[config.mk]
export PLATFORM = sky130hd
export DESIGN_NAME = osc_stimulus_gen_flat
export DESIGN_NICKNAME = d
export VERILOG_FILES = /design/src/rtl/osc_stimulus_gen_pkg.sv /design/src/rtl/osc_stimulus_gen_if.sv /design/src/rtl/osc_stimulus_gen_ms_tick_gen.sv /design/src/rtl/osc_stimulus_gen.sv /design/src/flat_wrapper.sv
export SDC_FILE = /design/constraint.sdc
export NUM_CORES = 1
export LEC_CHECK = 0
export ABC_AREA = 1
export BUFFER_PORTS_ARGS = -buffer_cell sky130_fd_sc_hd__buf_2
export CAP_MARGIN = 5
export CORE_MARGIN = 5
export CORE_UTILIZATION = 60
export CTS_CLUSTER_SIZE = 16
export DETAILED_ROUTE_END_ITERATION = 12
export GPL_ROUTABILITY_DRIVEN = 0
export HOLD_SLACK_MARGIN = 0.02
export PLACE_DENSITY = 0.84
export RECOVER_POWER = 25
export SYNTH_ARGS = -nofsm -noshare
export SYNTH_HDL_FRONTEND = slang
export SYNTH_SLANG_ARGS = --single-unit
[constraint.sdc]
create_clock -name clk -period 4.7 [get_ports clk]
set_clock_uncertainty 0.05 [all_clocks]
set_input_delay 0.235 -clock clk [delete_from_list [all_inputs] [get_ports clk]]
set_output_delay 0.235 -clock clk [all_outputs]
set_load 0.02 [all_outputs]
[src/rtl/osc_stimulus_gen_pkg.sv]
// Shared types and elaboration-time helpers for the on-chip square-wave stimulus source.
// Also provides the millisecond clock count reused by the measurement timer.
package osc_gen_pkg;

  typedef enum logic [1:0] {
    ST_IDLE  = 2'd0,
    ST_RUN   = 2'd1,
    ST_SWEEP = 2'd2,
    ST_DONE  = 2'd3
  } osc_state_e;

  typedef logic [7:0] freq_khz_t;

  localparam int ACC_W_DEF       = 24;
  localparam int CLK_FREQ_HZ_DEF = 10_000_000;
  localparam int CLKS_PER_MS     = CLK_FREQ_HZ_DEF / 32'sd1000;

  function automatic int clks_per_ms(input int clk_hz);
    return clk_hz / 32'sd1000;
  endfunction

  // Phase increment per kHz, rounded to nearest: round(2^acc_w * 1000 / clk_hz).
  function automatic int nco_k(input int clk_hz, input int acc_w);
    longint num;
    num = (64'sd1 <<< acc_w) * 64'sd1000 + longint'(clk_hz / 32'sd2);
    return int'(num / longint'(clk_hz));
  endfunction

endpackage

[src/rtl/osc_stimulus_gen_if.sv]
// Control/status bundle between a self-test sequencer (master) and the stimulus source (slave).
interface osc_stimulus_gen_if;
  import osc_gen_pkg::*;

  freq_khz_t cfg_start;
  freq_khz_t cfg_stop;
  logic      cfg_sweep;
  logic      go;
  logic      halt;
  logic      osc_out;
  freq_khz_t cur_freq;
  logic      busy;
  logic      step_tick;
  logic      sweep_done;

  modport master (
    output cfg_start, cfg_stop, cfg_sweep, go, halt,
    input  osc_out, cur_freq, busy, step_tick, sweep_done
  );

  modport slave (
    input  cfg_start, cfg_stop, cfg_sweep, go, halt,
    output osc_out, cur_freq, busy, step_tick, sweep_done
  );
endinterface

[src/rtl/osc_stimulus_gen_ms_tick_gen.sv]
// Free-running 1 ms tick generator: counts CLKS_PER_MS_P-1 down to 0 and ticks on 0.
// clear reloads the count so the first tick lands exactly one millisecond later.
module ms_tick_gen
  import osc_gen_pkg::*;
#(
  parameter int CLKS_PER_MS_P = CLKS_PER_MS
) (
  input  logic clk,
  input  logic rst,
  input  logic clear,
  input  logic en,
  output logic tick
);

  localparam int CNT_W = (CLKS_PER_MS_P > 1) ? $clog2(CLKS_PER_MS_P) : 1;
  localparam logic [CNT_W-1:0] CNT_RELOAD = CNT_W'(CLKS_PER_MS_P - 32'sd1);
  localparam logic [CNT_W-1:0] CNT_ZERO   = {CNT_W{1'b0}};
  localparam logic [CNT_W-1:0] CNT_ONE    = CNT_W'(32'd1);

  logic [CNT_W-1:0] cnt_r;

  // Down-counter with reload on zero; held while disabled.
  always_ff @(posedge clk) begin
    if (rst || clear) begin
      cnt_r <= CNT_RELOAD;
    end else if (en) begin
      if (cnt_r == CNT_ZERO) begin
        cnt_r <= CNT_RELOAD;
      end else begin
        cnt_r <= cnt_r - CNT_ONE;
      end
    end else begin
      cnt_r <= cnt_r;
    end
  end

  assign tick = en && !clear && (cnt_r == CNT_ZERO);

endmodule

[src/rtl/osc_stimulus_gen.sv]
// NCO square-wave stimulus source: fixed frequency or stepped sweep in 1 kHz steps,
// driving the frequency measurement input directly for loopback self-test.
module osc_stimulus_gen
  import osc_gen_pkg::*;
#(
  parameter int CLK_FREQ_HZ = CLK_FREQ_HZ_DEF,
  parameter int ACC_W       = ACC_W_DEF,
  parameter int DWELL_MS    = 2
) (
  input logic               clk,
  input logic               rst,
  osc_stimulus_gen_if.slave bus
);

  localparam int               MS_CLKS    = clks_per_ms(CLK_FREQ_HZ);
  localparam logic [ACC_W-1:0] NCO_K      = ACC_W'(nco_k(CLK_FREQ_HZ, ACC_W));
  localparam logic [ACC_W-1:0] ACC_ZERO   = {ACC_W{1'b0}};
  localparam int               DWELL_W    = (DWELL_MS > 1) ? $clog2(DWELL_MS) : 1;
  localparam logic [DWELL_W-1:0] DWELL_ZERO = {DWELL_W{1'b0}};
  localparam logic [DWELL_W-1:0] DWELL_ONE  = DWELL_W'(32'd1);
  localparam logic [DWELL_W-1:0] DWELL_LAST = DWELL_W'(DWELL_MS - 32'sd1);

  osc_state_e         state_r, state_n;
  freq_khz_t          stop_r, stop_n;
  logic               up_r, up_n;
  freq_khz_t          cur_freq_r, cur_freq_n;
  logic [DWELL_W-1:0] dwell_r, dwell_n;
  logic [ACC_W-1:0]   inc_r;
  logic [ACC_W-1:0]   acc_r, acc_n;
  logic               osc_out_r;
  logic               busy_r;
  logic               step_tick_r, step_tick_n;
  logic               sweep_done_r, sweep_done_n;
  logic               ms_tick_s;
  logic               dwell_end_s;
  logic               tick_en_s;

  // The ms timer only runs while sweeping and restarts on every entry into SWEEP.
  assign tick_en_s = (state_r == ST_SWEEP);

  ms_tick_gen #(
    .CLKS_PER_MS_P(MS_CLKS)
  ) u_ms_tick (
    .clk  (clk),
    .rst  (rst),
    .clear(!tick_en_s),
    .en   (tick_en_s),
    .tick (ms_tick_s)
  );

  // Next-state, dwell, frequency stepping and phase accumulation.
  always_comb begin
    state_n      = state_r;
    stop_n       = stop_r;
    up_n         = up_r;
    cur_freq_n   = cur_freq_r;
    acc_n        = acc_r;
    step_tick_n  = 1'b0;
    sweep_done_n = 1'b0;
    dwell_end_s  = 1'b0;

    if (ms_tick_s && (dwell_r == DWELL_LAST)) begin
      dwell_end_s = 1'b1;
      dwell_n     = DWELL_ZERO;
    end else if (ms_tick_s) begin
      dwell_n = dwell_r + DWELL_ONE;
    end else begin
      dwell_n = dwell_r;
    end

    case (state_r)
      ST_IDLE: begin
        acc_n = ACC_ZERO;
        if (bus.halt) begin
          state_n = ST_IDLE;
        end else if (bus.go) begin
          state_n    = bus.cfg_sweep ? ST_SWEEP : ST_RUN;
          stop_n     = bus.cfg_stop;
          up_n       = (bus.cfg_start < bus.cfg_stop);
          cur_freq_n = bus.cfg_start;
          dwell_n    = DWELL_ZERO;
        end else begin
          state_n = ST_IDLE;
        end
      end
      ST_RUN: begin
        if (bus.halt) begin
          state_n = ST_IDLE;
          acc_n   = ACC_ZERO;
        end else begin
          acc_n = acc_r + inc_r;
        end
      end
      ST_SWEEP: begin
        if (bus.halt) begin
          state_n = ST_IDLE;
          acc_n   = ACC_ZERO;
        end else if (dwell_end_s && (cur_freq_r == stop_r)) begin
          state_n      = ST_DONE;
          sweep_done_n = 1'b1;
          acc_n        = ACC_ZERO;
        end else if (dwell_end_s) begin
          // Phase stays continuous across the step; only the increment changes.
          cur_freq_n  = up_r ? (cur_freq_r + 8'd1) : (cur_freq_r - 8'd1);
          step_tick_n = 1'b1;
          acc_n       = acc_r + inc_r;
        end else begin
          acc_n = acc_r + inc_r;
        end
      end
      ST_DONE: begin
        state_n = ST_IDLE;
        acc_n   = ACC_ZERO;
      end
      default: begin
        state_n = ST_IDLE;
        acc_n   = ACC_ZERO;
      end
    endcase
  end

  // State, configuration, NCO and registered outputs.
  always_ff @(posedge clk) begin
    if (rst) begin
      state_r      <= ST_IDLE;
      stop_r       <= 8'd0;
      up_r         <= 1'b0;
      cur_freq_r   <= 8'd0;
      dwell_r      <= DWELL_ZERO;
      inc_r        <= ACC_ZERO;
      acc_r        <= ACC_ZERO;
      osc_out_r    <= 1'b0;
      busy_r       <= 1'b0;
      step_tick_r  <= 1'b0;
      sweep_done_r <= 1'b0;
    end else begin
      state_r      <= state_n;
      stop_r       <= stop_n;
      up_r         <= up_n;
      cur_freq_r   <= cur_freq_n;
      dwell_r      <= dwell_n;
      inc_r        <= ACC_W'(cur_freq_r) * NCO_K;
      acc_r        <= acc_n;
      osc_out_r    <= acc_n[ACC_W-1];
      busy_r       <= (state_n == ST_RUN) || (state_n == ST_SWEEP);
      step_tick_r  <= step_tick_n;
      sweep_done_r <= sweep_done_n;
    end
  end

  assign bus.osc_out    = osc_out_r;
  assign bus.cur_freq   = cur_freq_r;
  assign bus.busy       = busy_r;
  assign bus.step_tick  = step_tick_r;
  assign bus.sweep_done = sweep_done_r;

endmodule

[src/flat_wrapper.sv]
// flat-port wrapper written by rule: the top's interface ports become plain ports
module osc_stimulus_gen_flat import osc_gen_pkg::*;
#(
  parameter int CLK_FREQ_HZ = CLK_FREQ_HZ_DEF,
  parameter int ACC_W       = ACC_W_DEF,
  parameter int DWELL_MS    = 2
)
  (clk, rst, bus_cfg_start, bus_cfg_stop, bus_cfg_sweep, bus_go, bus_halt, bus_osc_out, bus_cur_freq, bus_busy, bus_step_tick, bus_sweep_done);
  osc_stimulus_gen_if bus_i ();
  input logic clk;
  input logic rst;
  input wire logic [$bits(bus_i.cfg_start)-1:0] bus_cfg_start;
  input wire logic [$bits(bus_i.cfg_stop)-1:0] bus_cfg_stop;
  input wire logic [$bits(bus_i.cfg_sweep)-1:0] bus_cfg_sweep;
  input wire logic [$bits(bus_i.go)-1:0] bus_go;
  input wire logic [$bits(bus_i.halt)-1:0] bus_halt;
  output wire logic [$bits(bus_i.osc_out)-1:0] bus_osc_out;
  output wire logic [$bits(bus_i.cur_freq)-1:0] bus_cur_freq;
  output wire logic [$bits(bus_i.busy)-1:0] bus_busy;
  output wire logic [$bits(bus_i.step_tick)-1:0] bus_step_tick;
  output wire logic [$bits(bus_i.sweep_done)-1:0] bus_sweep_done;
  assign bus_i.cfg_start = bus_cfg_start;
  assign bus_i.cfg_stop = bus_cfg_stop;
  assign bus_i.cfg_sweep = bus_cfg_sweep;
  assign bus_i.go = bus_go;
  assign bus_i.halt = bus_halt;
  assign bus_osc_out = bus_i.osc_out;
  assign bus_cur_freq = bus_i.cur_freq;
  assign bus_busy = bus_i.busy;
  assign bus_step_tick = bus_i.step_tick;
  assign bus_sweep_done = bus_i.sweep_done;
  osc_stimulus_gen #(.CLK_FREQ_HZ(CLK_FREQ_HZ), .ACC_W(ACC_W), .DWELL_MS(DWELL_MS)) u_core (.clk(clk), .rst(rst), .bus(bus_i));
endmodule
==> flow_metrics.tcl <==
set metrics [dict create \
    async_flop_share_pct 0 \
    p_leak_nw 3.53 \
    power_density_nw_per_um2 262 \
    port_buffers 32 \
    finalMaxSlewViolations 0 \
    grt_pass1_wl_um 24900 \
    cts_resized 0 \
    dr.pass1.iters 7 \
    final_antenna_net_count 0 \
    postCtsSetupBuffers 0 \
    setup_slack_ns 1.01 \
    netlist_area_um2 6250 \
    htree_levels 3 \
    dp_hpwl_um 11300 \
    grt.total_usage_pct 23.9 \
    die_h_um 112 \
    setup_viol 0 \
    synthTopCellsByArea "dfxtp_1 (25%), ha_1 (17%), nand2_1 (13%), inv_1 (8.8%), nor2_1 (7.3%)" \
    viasPerCell 5.28 \
    synth_top_area_share_pct 25.0 \
    use_met1_pct 28.8 \
    relSlewSlack_pct 50.9 \
    synth_seq_area_share_pct 25.0 \
    cts_buffer_depth 2 \
    worstPathArrival_ns 3.89 \
    synth_area_leader_cell "dfxtp_1" \
    ios 33 \
    synth_fp_nets 1034 \
    stdcell_count 1090 \
    grt_max_degree 30 \
    ys_top_cells_by_count "nand2_1 (210), inv_1 (146), nor2_1 (121)" \
    synthCells 912 \
    yosysWarnings 0 \
    area_delta_synth_final_pct 7.69 \
    grt.met3_usage_pct 3.56 \
    crit_path_max_fanout 10 \
    crit_chain "fa_1, ha_1, fa_1, fa_1, ha_1, a21oi_1, o21ai_0, nand2_1, nand3_1, nand2_1, nand3b_1, nand2_1, nor2_1" \
    die-area_um2 12600 \
    hold_viol 0 \
    fp.dieW_um 112 \
    r2r_setup_slack_ns 1.01 \
    placementRows 37 \
    cts_root_buffer "clkbuf_8" \
    outcome "complete, no violations" \
    grt_busiest_layer "met2" \
    fin_crit_sh_pct 78.5 \
    overflow 0 \
    setup_tns_ns 0 \
    num_vias 5752 \
    cts.sinks 78 \
    fillCellCount 912 \
    drive_gt1_share_pct 5.14 \
    fin_nets 1071 \
    max_freq_mhz 271 \
    critPathKind "flop to flop" \
    wl_per_cell_um 12.9 \
    max_stage_delay_ns 0.56 \
    slowest_stage "dfxtp_1" \
    synth-edff-count 0 \
    clkTransAtPathRegs_ns 0.08 \
    drc_errors 0 \
    rsz0062_at_grt "no" \
    antenna_found_initial 0 \
    p_total_w 0.00177 \
    dpl_worst_slack_ns 1.05 \
    drt_iter0_drc 394 \
    ir_drop_v 0.000272 \
    required_ns 4.90 \
    worstMarginPinSlew_ns 0.737 \
    hp-class "input port to flop" \
    layout_min_cycle_time_ns 3.69 \
    yosys_most_used_dff "dfxtp_1" \
    ys_seq_elements 78 \
    dp.cells 1074 \
    clock_latency_ns 0.36 \
    endpoint_kind "flop" \
    antennaDiodeCount 0 \
    hold_buffers 0 \
    reg2reg_from "u_core.bus.cur_freq[7]" \
    synth_most_common_cell "nand2_1" \
    critPathLaunchType "flop" \
    start_util_pct 61.0 \
    drv_cap 0 \
    core-area_um2 10200 \
    tritoncts "done" \
    syn_area_per_cell_um2 6.85 \
    crit_start "u_core.bus.cur_freq[7]" \
    hold_start "bus_cfg_stop[2]" \
    grtUsageMet2_pct 41.6 \
    cts_buffers 9 \
    yosysUniqueCellTypes 44 \
    wl_um 14100 \
    grt_pass1_vias 5599 \
]
==> critical path, delay by kind of cell (launching register included) <==
kind	cells	cell delay (ns)
DFF	1	0.56
and+or+nand+nor	6	0.46
AOI/OAI and AO/OA	2	0.34
adders and majority gates	5	2.19
==> layout make-up <==
type | instances | area [um2] | share of cell area [%]
Multi-Input combinational cell | 675 | 4060 | 60.4
Sequential cell | 78 | 1560 | 23.2
Inverter | 151 | 573 | 8.52
Tap cell | 136 | 170 | 2.53
Timing Repair Buffer | 34 | 154 | 2.29
Clock buffer | 13 | 139 | 2.06
Clock inverter | 3 | 68.8 | 1.02
==> worst paths after layout <==
path | end | cells after the start
min | u_core.stop_r[2] | 3
max | u_core.inc_r[17] | 13
max reg2reg | u_core.inc_r[17] | 13
min reg2reg | u_core.u_ms_tick.cnt_r[0] | 1
==> per-layer routing <==
layer	share of wire [%]	up-vias	wire (um)
met1	44	2569	6150
met5	0	-	0
li1	-	2997	-
met3	4.0	45	563
met4	4.4	0	622
met2	48	141	6750
==> cell usage in the layout (no fill, tap or decap), types with 2 or more instances in the layout <==
cell type  Yosys  layout
nand2_1      210     210
inv_1        146     146
nor2_1       121     122
ha_1          85      85
dfxtp_1       78      78
a21oi_1       65      65
nand3_1       62      62
o21ai_0       38      38
buf_2          1      21
clkbuf_1       5      17
fa_1          16      16
xnor2_1       13      13
xor2_1        10      10
nor3_1         9       9
clkbuf_8       0       9
nand3b_1       7       7
nand4_1        6       6
o21bai_1       4       4
inv_2          3       3
nor4_1         3       3
a31oi_1        3       3
nand2_2        2       2
a21o_1         2       2
bufinv_16      0       2
==> flip-flops by register name, indices dropped and copies added (netlist names) <==
| name | count |
|---|---|
| u_core.stop_r | 8 |
| u_core.bus.step_tick | 1 |
| u_core.up_r | 1 |
| u_core.state_r | 2 |
| u_core.bus.sweep_done | 1 |
| u_core.acc_r | 22 |
| u_core.u_ms_tick.cnt_r | 14 |
| u_core.dwell_r | 1 |
| u_core.bus.busy | 1 |
| u_core.inc_r | 18 |
| u_core.bus.cur_freq | 8 |
| u_core.bus.osc_out | 1 |
==> per-stage QoR <==
step	util, %	instance area, um2	hold WS, ns
after floorplan	-	6250	0.263
after global placement	64.1	6560	0.404
after detailed placement	64.1	6560	0.403
after CTS	66.1	6760	0.0876
after global routing	65.7	6730	0.105
final	65.7	6730	0.101
==> cell families after synthesis <==
kind of cell / share of synthesized area, %
adders and majority gates: 22.2
DFF: 25.0
AOI/OAI and AO/OA: 10.3
and+or+nand+nor: 29.6
xor gates and xnor gates: 3.23
buffers and inverters: 9.74
==> where the power goes <==
part | total (W) | internal, W | leakage [nW] | switching (W)
sequential | 0.000729 | 0.000699 | 0.635 | 0.0000304
clock | 0.000541 | 0.000301 | 0.102 | 0.000240
combinational | 0.000495 | 0.000182 | 2.80 | 0.000313
Power figures use the tool's default switching activity.
